[src/rtl/load_aligner.sv]
// Load-side data aligner: captures M-stage load info, takes the DM read word a cycle later,
// and produces the aligned, sign/zero-extended W-stage load result, holding the word across stalls.
module load_aligner #(
    parameter int XLEN = 32,
    parameter int RD_W = 5
) (
    input  logic            clk,
    input  logic            rst,
    input  logic [6:0]      M_op,
    input  logic [2:0]      M_funct3,
    input  logic [XLEN-1:0] M_alu_out,
    input  logic [RD_W-1:0] M_rd,
    input  logic            stall,
    input  logic            flush,
    input  logic [XLEN-1:0] dm_data_out,
    output logic            W_ld_valid,
    output logic [XLEN-1:0] W_ld_data,
    output logic [RD_W-1:0] W_rd,
    output logic            W_ld_misalign
);

    localparam logic [6:0] OP_LOAD = 7'b0000011;
    localparam logic [2:0] F3_LB   = 3'b000;
    localparam logic [2:0] F3_LH   = 3'b001;
    localparam logic [2:0] F3_LW   = 3'b010;
    localparam logic [2:0] F3_LBU  = 3'b100;
    localparam logic [2:0] F3_LHU  = 3'b101;

    logic            v_q;
    logic [2:0]      f3_q;
    logic [1:0]      off_q;
    logic [RD_W-1:0] rd_q;
    logic [XLEN-1:0] hold_q;
    logic            hold_v_q;

    logic            accept;
    logic [XLEN-1:0] src;
    logic [7:0]      lanes [4];
    logic [7:0]      byte_sel;
    logic [15:0]     half_sel;
    logic [XLEN-1:0] data_ext;
    logic            misalign;

    // Only the byte offset of the effective address matters; the SRAM is word addressed.
    logic unused_addr_bits;
    assign unused_addr_bits = ^M_alu_out[XLEN-1:2];

    always_comb begin
        accept = 1'b0;
        if (M_op == OP_LOAD) begin
            case (M_funct3)
                F3_LB, F3_LH, F3_LW, F3_LBU, F3_LHU: accept = 1'b1;
                default:                             accept = 1'b0;
            endcase
        end
    end

    // Flush beats stall; while stalled, the first returned word is latched so a
    // changing SRAM output cannot disturb the result waiting in W.
    always_ff @(posedge clk or posedge rst) begin
        if (rst) begin
            v_q      <= 1'b0;
            f3_q     <= 3'b000;
            off_q    <= 2'b00;
            rd_q     <= '0;
            hold_q   <= '0;
            hold_v_q <= 1'b0;
        end else if (flush) begin
            v_q      <= 1'b0;
            hold_v_q <= 1'b0;
        end else if (stall) begin
            if (v_q && !hold_v_q) begin
                hold_q   <= dm_data_out;
                hold_v_q <= 1'b1;
            end
        end else begin
            v_q      <= accept;
            f3_q     <= M_funct3;
            off_q    <= M_alu_out[1:0];
            rd_q     <= M_rd;
            hold_v_q <= 1'b0;
        end
    end

    assign src = hold_v_q ? hold_q : dm_data_out;

    generate
        for (genvar gi = 0; gi < 4; gi++) begin : g_lane
            assign lanes[gi] = src[8*gi +: 8];
        end
    endgenerate

    assign byte_sel = lanes[off_q];
    assign half_sel = off_q[1] ? src[31:16] : src[15:0];

    always_comb begin
        data_ext = '0;
        case (f3_q)
            F3_LB:   data_ext = {{(XLEN-8){byte_sel[7]}}, byte_sel};
            F3_LH:   data_ext = {{(XLEN-16){half_sel[15]}}, half_sel};
            F3_LW:   data_ext = src;
            F3_LBU:  data_ext = {{(XLEN-8){1'b0}}, byte_sel};
            F3_LHU:  data_ext = {{(XLEN-16){1'b0}}, half_sel};
            default: data_ext = '0;
        endcase
    end

    // Misaligned accesses are flagged but still return data (halves by off[1], words unrotated).
    always_comb begin
        misalign = 1'b0;
        case (f3_q)
            F3_LH, F3_LHU: misalign = off_q[0];
            F3_LW:         misalign = (off_q != 2'b00);
            default:       misalign = 1'b0;
        endcase
    end

    assign W_ld_valid    = v_q;
    assign W_ld_data     = v_q ? data_ext : '0;
    assign W_rd          = v_q ? rd_q : '0;
    assign W_ld_misalign = v_q & misalign;

endmodule
[config.mk]
export PLATFORM = sky130hd
export DESIGN_NAME = load_aligner
export DESIGN_NICKNAME = d
export VERILOG_FILES = /design/src/rtl/load_aligner.sv
export SDC_FILE = /design/constraint.sdc
export NUM_CORES = 1
export LEC_CHECK = 0
export ABC_AREA = 1
export ABC_CLOCK_PERIOD_IN_PS = 1240
export BUFFER_PORTS_ARGS = -buffer_cell sky130_fd_sc_hd__buf_4
export CAP_MARGIN = 20
export CORE_MARGIN = 1
export CORE_UTILIZATION = 46
export CTS_CLUSTER_SIZE = 16
export DETAILED_ROUTE_END_ITERATION = 10
export PLACE_DENSITY = 0.79
export SLEW_MARGIN = 40
export SYNTH_ARGS = -nofsm -noshare
export SYNTH_HDL_FRONTEND = slang
export SYNTH_SLANG_ARGS = --single-unit
[constraint.sdc]
create_clock -name clk -period 1.24 [get_ports clk]
set_input_delay 0.186 -clock clk [delete_from_list [all_inputs] [get_ports clk]]
set_output_delay 0.186 -clock clk [all_outputs]
set_load 0.02 [all_outputs]
After elaboration in Yosys (flattened, before gate mapping)
Index checks and enable logic that the tools add are counted.
{ "totals": {"inputBits": 83, "out_inout_bits": 39, "regBits": 44, "wordCells": 47} }
{ "classes": {"order_cmp": 1, "n_reduce_logical": 9, "bitwise_logic": 4, "n_mux": 16, "eq_ne": 11} }
{ "op_table": {"columns": ["operator", "n"], "rows": [
  ["32-bit one-hot mux with 5 select lines", 1],
  ["32-bit two-way mux", 2],
  ["8-bit binary-select mux with 2-bit select", 1],
  ["16-bit two-way mux", 1],
  ["8-bit two-way mux", 2],
  ["3-bit equality test, second input constant", 4],
  ["7-bit by 2-bit equality test with 1-bit output, second input constant", 1],
  ["1-bit two-way mux", 7],
  ["3-bit by 1-bit equality test with 1-bit output, second input constant", 2],
  ["3-bit by 2-bit equality test with 1-bit output, second input constant", 2],
  ["3-bit zero test", 2],
  ["5-bit two-way mux", 1],
  ["5-bit OR reduction", 1],
  ["3-bit >= comparator, second input constant", 1],
  ["3-bit by 1-bit inequality test with 1-bit output, second input constant", 1],
  ["2-bit NOT with 3-bit output", 1],
  ["3-bit AND reduction", 1],
  ["2-bit by 1-bit inequality test with 1-bit output, second input constant", 1],
  ["1-bit NOT", 2],
  ["1-bit one-hot mux with 2 select lines", 1],
  ["2-bit AND reduction", 1],
  ["2-bit nonzero test", 1],
  ["2-bit OR reduction", 1],
  ["1-bit AND", 1],
  ["2 further kinds", 2]
]} }

Longest topological paths before layout
Gate-level depths: netlist of run 1.
{ "depth": {"word_depth": 6, "mapped_depth": 9, "ltp_nobuf": 9} }

Worst setup path before layout of run 1
No wires, ideal clock.
{ "synth_path": {"path_kind": "register -> output", "start": "register hold_v_q", "end": "output port W_ld_data[11]", "path_stages_with_launch": 10, "n_path_buf": 2, "arrival_time_ns": 1.420, "path_slack_ns": -0.366, "required_ns": 1.054, "cell_sequence": "dfrtp_1 inv_2 buf_6 buf_4 nand2_1 nand2_1 nand2_1 nand2_1 o21ai_0 a21oi_1"} }
{ "synth_via": {"elab_chain_len": 6, "elab_cells_between_ends": 7, "cone_classes": "mux: 7"} }
{ "synth_lines": {"columns": ["item", "line_no", "rtl"], "rows": [
  ["start: declaration", "34", "logic hold_v_q;"],
  ["start signal: assignment", "67", "hold_v_q <= 1'b0;"],
  ["start signal: assignment", "70", "hold_v_q <= 1'b0;"],
  ["start signal: assignment", "74", "hold_v_q <= 1'b1;"],
  ["32-bit two-way mux *", "85", "assign src = hold_v_q ? hold_q : dm_data_out;"],
  ["8-bit binary-select mux with 2-bit select", "93", "assign byte_sel = lanes[off_q];"],
  ["8-bit two-way mux (not written as such) (2 in a row)", "93", null],
  ["32-bit one-hot mux with 5 select lines *", "98", "case (f3_q)"],
  ["32-bit two-way mux *", "119", "assign W_ld_data = v_q ? data_ext : '0;"],
  ["end: declaration", "17", "output logic [XLEN-1:0] W_ld_data,"]
]} }
Every way passes the cells marked *; elsewhere a longest branch is shown, timed or not. The select of a mux whose other input is x is not followed.

Worst setup path in the final report of run 1
{ "layout_path": {"start": "register hold_v_q", "end": "output port W_ld_data[0]"} }
Same word-level chain as after synthesis.

==> out/summary.txt, run 1 <==
================================================================================
Area of all placed cells without fillers .......................... 0.00582 mm^2
First-pass GRT wire length ........................................     21100 um
Logic pwr share ...................................................        41.7%
Total DRC errors in the routed layout .............................            0
Violated checks ................................................... negative setup slack
Seq pwr share .....................................................        35.0%
Critical Path Sink Type ...........................................  output port
Final cell count without fillers ..................................          699
Standard cell core area ........................................... 0.00694 mm^2
Number of CTS-inserted buffers ....................................            5
Initial antenna violation count ...................................            0
Kind of critical path ............................................. flip-flop to output port
Horiz. Die Dim ....................................................      87.5 um
Area post-placement ............................................... 0.00489 mm^2
Number of placed instances, taps included .........................          672
Post-route setup slack ............................................    -0.925 ns
Post-Syn Area ..................................................... 0.00336 mm^2
Max-slew violations ...............................................            0
Switching Share ...................................................        38.8%
Origin of the critical flop-to-flop path ..........................     hold_v_q
Syn. warnings .....................................................            0
Lkg Pwr ...........................................................   0.00277 uW
Maximum number of pins on one net before global-route repair ......           45
Number of placement rows ..........................................           30
Maximum fanout along the worst path ...............................            6
Total Routing Usage GR ............................................        36.7%
Period utilisation layout .........................................         175%
Termination of the worst setup path ............................... W_ld_data[0]
Post-Syn Nets .....................................................          537
Number of setup violations in the final report ....................           71
Worst Hold Class .................................................. input pin to flip-flop
CP arrival ........................................................      1.98 ns
Category of the worst setup path launch point .....................    flip-flop
Final hold violation count ........................................            0
Cell types occupying the most area after synthesis ................ sky130_fd_sc_hd__dfrtp_1 33%, sky130_fd_sc_hd__nand2_1 15%, sky130_fd_sc_hd__mux2_4 9.8%
Internal reg-to-reg setup slack ...................................     -0.63 ns
Seq cells post-synth ..............................................           44
Upper clock frequency limit .......................................    0.462 GHz
Via count of the first global-routing pass ........................         4237
Iter 0 DRT Violations .............................................          365
ANT cells .........................................................            0
Critical register-to-register path endpoint .......................   hold_q[11]
Via density per instance ..........................................         6.00
GR Overflow Total .................................................            0
Max-capacitance violation count ...................................            0
Die Outline Area .................................................. 0.00765 mm^2
Avg Synthesized Cell Area .........................................    7.41 um^2
Initial standard-cell utilization of the core .....................        48.4%
Clock sink count ..................................................           44
Share of synthesized flip-flops with an asynchronous set or reset .         100%
Cell chosen for the clock root .................................... sky130_fd_sc_hd__clkbuf_8
TritonCTS clock tree ..............................................          yes
Die height ........................................................      87.5 um
CTS H-Tree Depth ..................................................            2
Transition at the pin with the smallest max-transition slack ......     0.358 ns
Routed vias .......................................................         4191
Worst slew margin .................................................        76.1%
Fin Clk Skew ......................................................   0.00548 ns
Global placement routability congestion ...........................        0.870
I/O pin count .....................................................          122
Worst Hold Margin .................................................    0.0827 ns
Post-layout min period ............................................      2.17 ns
DR WL/cell ........................................................      20.1 um
Post-synth top flop ............................................... sky130_fd_sc_hd__dfrtp_1
Number of different library cells in the post-synthesis netlist ...           27
Largest vdd supply drop ...........................................     0.579 mV
Detailed placement HPWL ...........................................      8150 um
Worst EP required .................................................      1.05 ns
Result of the run ................................................. finished with violations
Final wirelength ..................................................     14100 um
Area fraction of the dominant cell type after synthesis ...........        32.8%
Total net switching power .........................................      1710 uW
Int Pwr ...........................................................      2700 uW
Unrepaired setup endpoints after global routing ...................         true
Clk network pwr share .............................................        23.3%
Cell taking the most area after synthesis ......................... sky130_fd_sc_hd__dfrtp_1
Number of cells produced by synthesis .............................          454
Area Growth Syn to Fin ............................................        73.1%
Number of port buffers ............................................           91
Sequential-to-total area share from yosys stat ....................        32.8%
Power per standard cell area ......................................  758 mW/mm^2
Total iterations of the first detailed-routing run ................            6
Number of nets in the final layout ................................          685
Worst-case clock buffer depth .....................................            2
Worst-path clk slew ...............................................      0.09 ns
Count of flip-flops with a built-in enable after synthesis ........            0
Fraction of final layout cells sized beyond drive strength 1 ......        57.5%
Remaining antenna violation count .................................            0
Clock latency on the worst-skew pair ..............................      0.30 ns
Beginning of the critical path ....................................     hold_v_q
R2R depth .........................................................            8
================================================================================
cell families after synthesis:
group           synth area share, %
compound gates                 12.9
mux                            13.5
simple gates                   32.0
buf+inv                        8.86
flops                          32.8
cell type report:
type	instances	area [um^2]
timing repair inverter	1	7.51
timing repair buffer	166	1670
clock buffer	6	82.6
multi-input combinational	359	2710
fill	372	1120
tap	96	120
clock inverter	2	15.0
inverter	25	111
sequential	44	1100
repair_timing:
action,4_1_cts,5_1_grt
gates cloned,6,2
setup buffers,10,2
setup endpoints to repair,71,71
hold buffers,1,0
pin swaps,22,6
resized for setup,138,26
hold endpoints to repair,44,0
routing by layer:
layer | vias to the layer above | part of all wire, % | GRT usage (%) | wire length (um)
met5 | - | 0 | 0 | 0
met2 | 303 | 50 | 65.3 | 7010
met3 | 103 | 7.9 | 6.54 | 1110
li1 | 1806 | - | - | -
met1 | 1979 | 35 | 40.7 | 4940
met4 | 0 | 7.2 | 21.8 | 1020
worst min path at each step:
stage,start,to,slack [ns],cells after the start
6_report,M_alu_out[1],off_q[1],0.08,3
5_1_grt,M_funct3[2],f3_q[2],0.1,3
4_1_cts,M_alu_out[1],off_q[1],0.08,3
3_5_place_dp,rst,hold_q[22],0.28,3
3_3_place_gp,rst,rd_q[4],0.27,3
2_1_floorplan,M_funct3[1],f3_q[1],0.31,2
stage by stage:
stage                     power [uW]  setup slack [ns]  TNS (ns)  utilization, %
final                           4410            -0.925    -45.07            83.8
after global routing            4570             -1.11    -48.41            83.8
after CTS                       4260            -0.795    -38.89            82.3
after detailed placement        3010            -0.472    -19.43            70.4
after global placement          2970            -0.422    -17.08            70.4
after floorplan                 2460            -0.232     -8.85               -
synthesized netlist by cell type (2+ instances only):
| cell | number |
|---|---|
| sky130_fd_sc_hd__mux2_4 | 22 |
| sky130_fd_sc_hd__nand2_2 | 5 |
| sky130_fd_sc_hd__a21oi_2 | 2 |
| sky130_fd_sc_hd__buf_6 | 11 |
| sky130_fd_sc_hd__nor2_1 | 20 |
| sky130_fd_sc_hd__inv_2 | 4 |
| sky130_fd_sc_hd__a21oi_1 | 61 |
| sky130_fd_sc_hd__nand2_1 | 138 |
| sky130_fd_sc_hd__nor3_1 | 3 |
| sky130_fd_sc_hd__nand3_1 | 60 |
| sky130_fd_sc_hd__o21ai_0 | 19 |
| sky130_fd_sc_hd__and2_1 | 7 |
| sky130_fd_sc_hd__nand3_4 | 2 |
| sky130_fd_sc_hd__buf_4 | 3 |
| sky130_fd_sc_hd__clkbuf_1 | 5 |
| sky130_fd_sc_hd__mux2_2 | 11 |
| sky130_fd_sc_hd__nor2_4 | 2 |
| sky130_fd_sc_hd__buf_2 | 7 |
| sky130_fd_sc_hd__dfrtp_1 | 44 |
| sky130_fd_sc_hd__inv_1 | 21 |
worst max-delay path, stage by stage, from the launching register on:
cell and delay, ns:
sky130_fd_sc_hd__dfrtp_2 0.48, sky130_fd_sc_hd__buf_6 0.19, sky130_fd_sc_hd__clkbuf_16 0.17, sky130_fd_sc_hd__nand2_1 0.08, sky130_fd_sc_hd__nand3_2 0.09, sky130_fd_sc_hd__nand3_1 0.12, sky130_fd_sc_hd__nand2_1 0.15, sky130_fd_sc_hd__nand2_2 0.10
sky130_fd_sc_hd__a21oi_4 0.16, sky130_fd_sc_hd__buf_6 0.14
layout by cell type (no fill, tap or decap), drive strengths merged:
cell type,instances
buf,163
nand2,145
nand3,63
a21oi,63
dfrtp,44
mux2,33
inv,25
nor2,23
o21ai,20
clkbuf,8
and2,7
clkinvlp,3
nor3,3
nand4,1
o211ai,1
dlygate4sd3,1
power groups by stage:
stage / Combinational, uW / Sequential [uW] / Clock (uW)
2_1_floorplan: 896 / 1560 / 0
3_3_place_gp: 1410 / 1560 / 0
3_5_place_dp: 1450 / 1560 / 0
4_1_cts: 1710 / 1540 / 1020
5_1_grt: 1930 / 1550 / 1090
6_report: 1840 / 1550 / 1030
registers in the layout (all words and copies together) (netlist names):
signal	cells
rd_q	5
f3_q	3
off_q	2
W_ld_valid	1
hold_v_q	1
hold_q	32
Power figures use the tool's default switching activity.
==> inputs of run 2 (changes only) <==
--- a/config.mk
+++ b/config.mk
@@ -14,6 +14,7 @@
 export CTS_CLUSTER_SIZE = 16
 export DETAILED_ROUTE_END_ITERATION = 10
 export PLACE_DENSITY = 0.79
+export REMOVE_ABC_BUFFERS = 1
 export SLEW_MARGIN = 40
 export SYNTH_ARGS = -nofsm -noshare
 export SYNTH_HDL_FRONTEND = slang
==> run 2 against run 1 <==
- the flow still finishes with violations (negative setup slack)
- sequential cell count stayed put
- non-clock buffer count is 1 higher
- total power is 1.2% lower
- sequential power hardly changed
- fmax is 2.4% higher
- clock power is 11% higher
- via count is 1.3% higher
- clock-buffer cell count stayed put
- die area stayed put
- clock skew is 0.0027 ns higher
- critical endpoint is now W_ld_data[12]
==> out/summary.txt, run 2 (synthesized netlist as in run 1, its figures left out) <==
==================================================================================
Series of cell instances along the critical path .................... clkinv_4 -> buf_4 -> nand2_2 -> nand3_2 -> nand3_2 -> nand2_4 -> nand2_8 -> buf_12 -> a21oi_2 -> buf_4
Cell chosen for the clock root ...................................... sky130_fd_sc_hd__clkbuf_8
Transition at the pin with the smallest max-transition slack ........     0.355 ns   -0.00307 ns
Clock latency on the worst-skew pair ................................      0.30 ns   about the same
Area of all placed cells without fillers ............................ 0.00551 mm^2   -5.4%
Iter 0 DRT Violations ...............................................          431   +18%
Final hold violation count ..........................................            0   unchanged
Global placement routability congestion .............................        0.913   +4.9%
Clock sink count ....................................................           44   unchanged
DR WL/cell ..........................................................      20.1 um   -0.32%
Number of port buffers ..............................................           91   unchanged
Largest vdd supply drop .............................................     0.583 mV   +0.77%
Max stage delay on crit path ........................................      0.47 ns   about the same
Lkg Pwr .............................................................   0.00275 uW   -0.64%
FF/Latch Area ....................................................... 0.00111 mm^2   +0.23%
CP arrival ..........................................................      1.93 ns   -0.05 ns
Initial antenna violation count .....................................            0   unchanged
Worst Hold Margin ...................................................    0.0887 ns   +0.00608 ns
Flip-flop count of the largest register, all copies and words added .           32   unchanged
Kind of critical path ............................................... flip-flop to output port
Unrepaired setup endpoints after global routing .....................         true
Worst-case clock buffer depth .......................................            2   unchanged
Final wirelength ....................................................     14000 um   -0.18%
Fin Clk Skew ........................................................   0.00822 ns   +0.00275 ns
Total Routing Usage GR ..............................................        28.8%   -7.8 points
Switching Share .....................................................        36.4%   -2.4 points
Critical Path Sink Type .............................................  output port
Horiz. Die Dim ......................................................      87.5 um   unchanged
Number of setup violations in the final report ......................           70   -1.4%
GR Overflow Total ...................................................            0   unchanged
Number of placement rows ............................................           30   unchanged
Int Pwr .............................................................      2770 uW   +2.7%
Max-capacitance violation count .....................................            0   unchanged
Period utilisation layout ...........................................         171%   -4.1 points
Seq pwr share .......................................................        35.8%   +0.8 points
TritonCTS clock tree ................................................          yes
Worst slew margin ...................................................        76.3%   +0.20 points
Fraction of final layout cells sized beyond drive strength 1 ........        54.6%   -2.9 points
Worst EP required ...................................................      1.05 ns   about the same
Post-route setup slack ..............................................    -0.875 ns   +0.0504 ns
Remaining antenna violation count ...................................            0   unchanged
Number of CTS-inserted buffers ......................................            5   unchanged
Maximum number of pins on one net before global-route repair ........           45   unchanged
Total DRC errors in the routed layout ...............................            0   unchanged
Power per standard cell area ........................................  792 mW/mm^2   +4.4%
Category of the worst setup path launch point .......................    flip-flop
Die height ..........................................................      87.5 um   unchanged
Routed vias .........................................................         4245   +1.3%
Result of the run ................................................... finished with violations
Clk network pwr share ...............................................        26.0%   +2.7 points
Area post-placement ................................................. 0.00442 mm^2   -9.7%
Maximum fanout along the worst path .................................            8   +2
Worst-path clk slew .................................................      0.09 ns   about the same
Leading cell type in the layout, fill and taps excluded ............. sky130_fd_sc_hd__buf_4
Via density per instance ............................................         6.06   +1.1%
Detailed placement HPWL .............................................      7380 um   -9.5%
Multi-input logic area .............................................. 0.00252 mm^2   -6.8%
First-pass GRT wire length ..........................................     17300 um   -18%
Max-slew violations .................................................            0   unchanged
Family with the most delay on the worst path ........................ buffers and inverters
CTS H-Tree Depth ....................................................            2   unchanged
Die Outline Area .................................................... 0.00765 mm^2   unchanged
Worst path slowest cell ............................................. sky130_fd_sc_hd__dfrtp_2
Number of nets in the final layout ..................................          686   +0.15%
Initial standard-cell utilization of the core .......................        48.4%   unchanged
Worst Hold Class .................................................... input pin to flip-flop
Buffers and inverters on the worst path .............................            4   +1
Layout fillers ......................................................          402   +8.1%
Via count of the first global-routing pass ..........................         3729   -12%
Violated checks ..................................................... negative setup slack
Area Growth Syn to Fin ..............................................        63.8%
Logic pwr share .....................................................        38.1%   -3.6 points
Total iterations of the first detailed-routing run ..................            8   +2
Standard cell core area ............................................. 0.00694 mm^2   unchanged
Reg with most FFs ...................................................       hold_q
Largest registers in the final layout ............................... hold_q (32), rd_q (5), f3_q (3)
I/O pin count .......................................................          122   unchanged
Post-layout min period ..............................................      2.11 ns   -0.0504 ns
Total net switching power ...........................................      1590 uW   -7.5%
ANT cells ...........................................................            0   unchanged
Highest-count cells in the layout ignoring fill and taps ............ 121 x sky130_fd_sc_hd__buf_4, 111 x sky130_fd_sc_hd__nand2_1, 49 x sky130_fd_sc_hd__nand3_1, 39 x sky130_fd_sc_hd__dfrtp_1, 32 x sky130_fd_sc_hd__buf_6
Upper clock frequency limit .........................................    0.473 GHz   +2.4%
==================================================================================
run 2: repair_timing:
action                     CTS  global route
gates cloned                 2             5
hold buffers                 1             0
setup endpoints to repair   71            71
hold endpoints to repair    44             0
pin swaps                   10            21
setup buffers                8            11
resized for setup           71           131
run 2: cell type report:
cell class | instances | share of cell area (%)
multi-input cells | 360 | 45.8
inverters | 25 | 1.93
clock buffers | 6 | 1.32
flip-flops and latches | 44 | 20.1
well taps | 96 | 2.18
clock inverters | 2 | 0.636
repair buffers | 167 | 28.0
run 2: power by group through the flow:
stage | Clock, uW | Combinational, uW | Sequential, uW
2_1_floorplan | 0 | 582 | 1590
3_3_place_gp | 0 | 1150 | 1570
3_5_place_dp | 0 | 1170 | 1570
4_1_cts | 1130 | 1280 | 1550
5_1_grt | 1200 | 1740 | 1570
6_report | 1140 | 1660 | 1560
run 2: metrics by stage:
stage	worst slack (ns)	cells	utilization, %	power (uW)	setup TNS [ns]
5_1_grt	-0.927	700	79.3	4500	-48.01
6_report	-0.875	700	79.3	4360	-46.54
3_5_place_dp	-0.531	668	63.6	2740	-20.12
4_1_cts	-0.720	685	69.4	3960	-32.46
3_3_place_gp	-0.416	668	63.6	2720	-16.64
2_1_floorplan	-1.12	427	-	2180	-63.24
run 2: worst paths after layout:
kind / startpoint / end / slack, ns / cells past startpoint
setup / recovery: hold_v_q / W_ld_data[12] / -0.87 / 10
hold / removal: M_funct3[1] / f3_q[1] / 0.09 / 3
setup reg to reg: hold_v_q / hold_q[4] / -0.66 / 8
hold reg to reg: hold_q[9] / hold_q[9] / 0.52 / 1
max in group asynchronous: rst / f3_q[0] / 0.53 / 4
min in group asynchronous: rst / hold_q[20] / 0.47 / 4
run 2: layer usage:
| metal | global-route usage (%) | vias up | routed length, um |
|---|---|---|---|
| met1 | 35.6 | 1958 | 4960 |
| met3 | 5.02 | 118 | 1430 |
| met5 | 0 | - | 0 |
| li1 | - | 1821 | - |
| met2 | 50.3 | 348 | 6680 |
| met4 | 10.4 | 0 | 971 |
run 2: worst min-delay path, stage by stage:
cell and delay [ns]:
sky130_fd_sc_hd__buf_4 0.08, sky130_fd_sc_hd__nand2_1 0.04, sky130_fd_sc_hd__o21ai_0 0.05
==> inputs of run 3 (changes only) <==
--- a/config.mk
+++ b/config.mk
@@ -13,7 +13,7 @@
 export CORE_UTILIZATION = 46
 export CTS_CLUSTER_SIZE = 16
 export DETAILED_ROUTE_END_ITERATION = 10
-export PLACE_DENSITY = 0.79
+export PLACE_DENSITY = 0.82
 export REMOVE_ABC_BUFFERS = 1
 export SLEW_MARGIN = 40
 export SYNTH_ARGS = -nofsm -noshare
==> run 3 against run 2 <==
- sequential cell count stayed put
- fmax is 1.5% lower
- sequential share of layout area is 0.61 points lower
- non-clock buffer count is 5 higher
- global-route usage is 7.5 points higher
- register-to-register slack better by 0.04 ns
- clock power is 11% lower
- cell count is 0.43% higher
- the flow still finishes with violations (negative setup slack)
- critical endpoint is now W_ld_data[25]
- largest cell class unchanged
- setup slack worse by 0.033 ns
==> out/summary.txt, run 3 (synthesized netlist as in run 1, its figures left out) <==
==================================================================================
Post-route setup slack ..............................................    -0.908 ns   -0.0332 ns
Global placement routability congestion .............................        0.916   +0.27%
Detailed placement HPWL .............................................      7520 um   +1.9%
Standard cell core area ............................................. 0.00694 mm^2   unchanged
Upper clock frequency limit .........................................    0.466 GHz   -1.5%
Die height ..........................................................      87.5 um   unchanged
DR WL/cell ..........................................................      22.8 um   +14%
Total DRC errors in the routed layout ...............................            0   unchanged
Remaining antenna violation count ...................................            0   unchanged
Fin Clk Skew ........................................................    0.0165 ns   +0.00823 ns
Worst Hold Margin ...................................................    0.0856 ns   -0.00310 ns
Final wirelength ....................................................     16000 um   +14%
Kind of critical path ............................................... flip-flop to output port
Worst Setup Slack post-DPL ..........................................    -0.484 ns   +0.0464 ns
Via density per instance ............................................         6.42   +5.8%
Number of placement rows ............................................           30   unchanged
TritonCTS clock tree ................................................          yes
Worst EP required ...................................................      1.05 ns   about the same
Via count of the first global-routing pass ..........................         4446   +19%
CP arrival ..........................................................      1.96 ns   +0.03 ns
Result of the run ................................................... finished with violations
Total iterations of the first detailed-routing run ..................            5   -3
Transition at the pin with the smallest max-transition slack ........     0.335 ns   -0.0208 ns
Die Outline Area .................................................... 0.00765 mm^2   unchanged
Area Growth Syn to Fin ..............................................        68.7%
Leading cell type in the layout, fill and taps excluded ............. sky130_fd_sc_hd__buf_4
Post-layout min period ..............................................      2.15 ns   +0.0332 ns
I/O pin count .......................................................          122   unchanged
Area post-placement ................................................. 0.00447 mm^2   +1.2%
Period utilisation layout ...........................................         173%   +2.7 points
Horiz. Die Dim ......................................................      87.5 um   unchanged
Category of the worst setup path launch point .......................    flip-flop
CTS H-Tree Depth ....................................................            2   unchanged
Initial standard-cell utilization of the core .......................        48.4%   unchanged
Worst Hold Class .................................................... input pin to flip-flop
Total Routing Usage GR ..............................................        36.4%   +7.5 points
Max-slew violations .................................................            0   unchanged
Fraction of final layout cells sized beyond drive strength 1 ........        58.6%   +4.0 points
Iter 0 DRT Violations ...............................................          454   +5.3%
Worst slew margin ...................................................        77.5%   +1.2 points
Number of setup violations in the final report ......................           72   +2.9%
Routed vias .........................................................         4510   +6.2%
GR Overflow Total ...................................................            0   unchanged
Highest-count cells in the layout ignoring fill and taps ............ 116 x sky130_fd_sc_hd__buf_4, 105 x sky130_fd_sc_hd__nand2_1, 51 x sky130_fd_sc_hd__nand3_1, 40 x sky130_fd_sc_hd__dfrtp_1, 36 x sky130_fd_sc_hd__buf_6
Maximum fanout along the worst path .................................            4   -4
Initial antenna violation count .....................................            0   unchanged
Unrepaired setup endpoints after global routing .....................         true
Power per standard cell area ........................................  780 mW/mm^2   -1.5%
Clock latency on the worst-skew pair ................................      0.32 ns   +0.02 ns
Maximum number of pins on one net before global-route repair ........           45   unchanged
Number of CTS-inserted buffers ......................................            5   unchanged
Reg with most FFs ...................................................       hold_q
Worst-path clk slew .................................................      0.11 ns   +0.02 ns
Number of nets in the final layout ..................................          690   +0.58%
Violated checks ..................................................... negative setup slack
First-pass GRT wire length ..........................................     21200 um   +23%
ANT cells ...........................................................            0   unchanged
Max-capacitance violation count .....................................            0   unchanged
Layout fillers ......................................................          367   -8.7%
Largest registers in the final layout ............................... hold_q (32), rd_q (5), f3_q (3)
Cell chosen for the clock root ...................................... sky130_fd_sc_hd__clkbuf_8
Area of all placed cells without fillers ............................ 0.00567 mm^2   +3.0%
Largest vdd supply drop .............................................     0.658 mV   +13%
Lkg Pwr .............................................................   0.00281 uW   +2.2%
Final hold violation count ..........................................            0   unchanged
Flip-flop count of the largest register, all copies and words added .           32   unchanged
Worst-case clock buffer depth .......................................            2   unchanged
R2R depth ...........................................................            8   unchanged
Worst Hold Path Cells ...............................................            3   unchanged
Clock sink count ....................................................           44   unchanged
Number of port buffers ..............................................           91   unchanged
Critical Path Sink Type .............................................  output port
==================================================================================
==> run 3: cell count changes in the layout (fill, tap and decap cells not counted), moves of 4 or more <==
cell,delta
sky130_fd_sc_hd__buf_12,+8
sky130_fd_sc_hd__a21oi_1,-10
sky130_fd_sc_hd__nand2_4,+4
sky130_fd_sc_hd__a21oi_2,+7
sky130_fd_sc_hd__buf_6,+4
sky130_fd_sc_hd__o21ai_0,-4
sky130_fd_sc_hd__nand2_1,-6
sky130_fd_sc_hd__o21ai_2,+4
sky130_fd_sc_hd__buf_4,-5
sky130_fd_sc_hd__nand2_2,+4
==> run 3: through the flow <==
step	setup TNS, ns	util, %	cells	total power, uW
after floorplan	-63.24	-	427	2180
after global placement	-21.19	64.4	672	2720
after detailed placement	-24.93	64.4	672	2750
after CTS	-38.97	76.0	694	3890
after global routing	-48.55	81.7	703	4510
final	-46.13	81.7	703	4420
==> run 3: worst paths after layout <==
check	from	endpoint	slack, ns
worst max-delay path	f3_q[1]	W_ld_data[25]	-0.91
worst min-delay path	M_alu_out[0]	off_q[0]	0.09
worst max register to register	hold_v_q	hold_q[12]	-0.62
worst min register to register	hold_q[17]	hold_q[17]	0.52
max in group asynchronous	rst	hold_v_q	0.53
min in group asynchronous	rst	rd_q[0]	0.46
==> run 3: worst max-delay path: stages, from the launching register on <==
cell                      delay, ns
sky130_fd_sc_hd__dfrtp_1       0.44
sky130_fd_sc_hd__buf_4         0.18
sky130_fd_sc_hd__nor2_4        0.11
sky130_fd_sc_hd__inv_1         0.09
sky130_fd_sc_hd__nor2_1        0.18
sky130_fd_sc_hd__nand2_4       0.14
sky130_fd_sc_hd__buf_6         0.18
sky130_fd_sc_hd__a21oi_2       0.19
sky130_fd_sc_hd__buf_6         0.15
==> run 3: area by class of cell <==
type / instances / area [um^2] / share of cell area, %
Multi-Input combinational cell: 359 / 2580 / 45.5
Timing Repair Buffer: 172 / 1670 / 29.5
Sequential cell: 44 / 1110 / 19.5
Tap cell: 96 / 120 / 2.12
Inverter: 25 / 109 / 1.92
Clock buffer: 5 / 68.8 / 1.21
Clock inverter: 2 / 12.5 / 0.221
==> run 3: where the power goes <==
part | leakage (uW) | internal [uW] | switching, uW
clock network | 0.0000400 | 386 | 633
logic | 0.00218 | 748 | 1080
registers | 0.000584 | 1500 | 84.1
total | 0.00281 | 2630 | 1790
==> run 3: what timing repair did <==
action	4_1_cts	5_1_grt
gates resized for setup	161	75
pin swaps	21	17
hold buffers	1	0
setup buffers	11	10
setup endpoints to repair	71	71
hold endpoints to repair	44	0
cloned	3	1
==> run 3: metal layers <==
metal  vias to the layer above  track usage [%]  part of all wire (%)
li1                       1826                -                     -
met1                      2036             42.6                    34
met2                       483             59.8                    46
met3                       165             7.20                    12
met4                         0             25.0                   7.9
met5                         -                0                     0
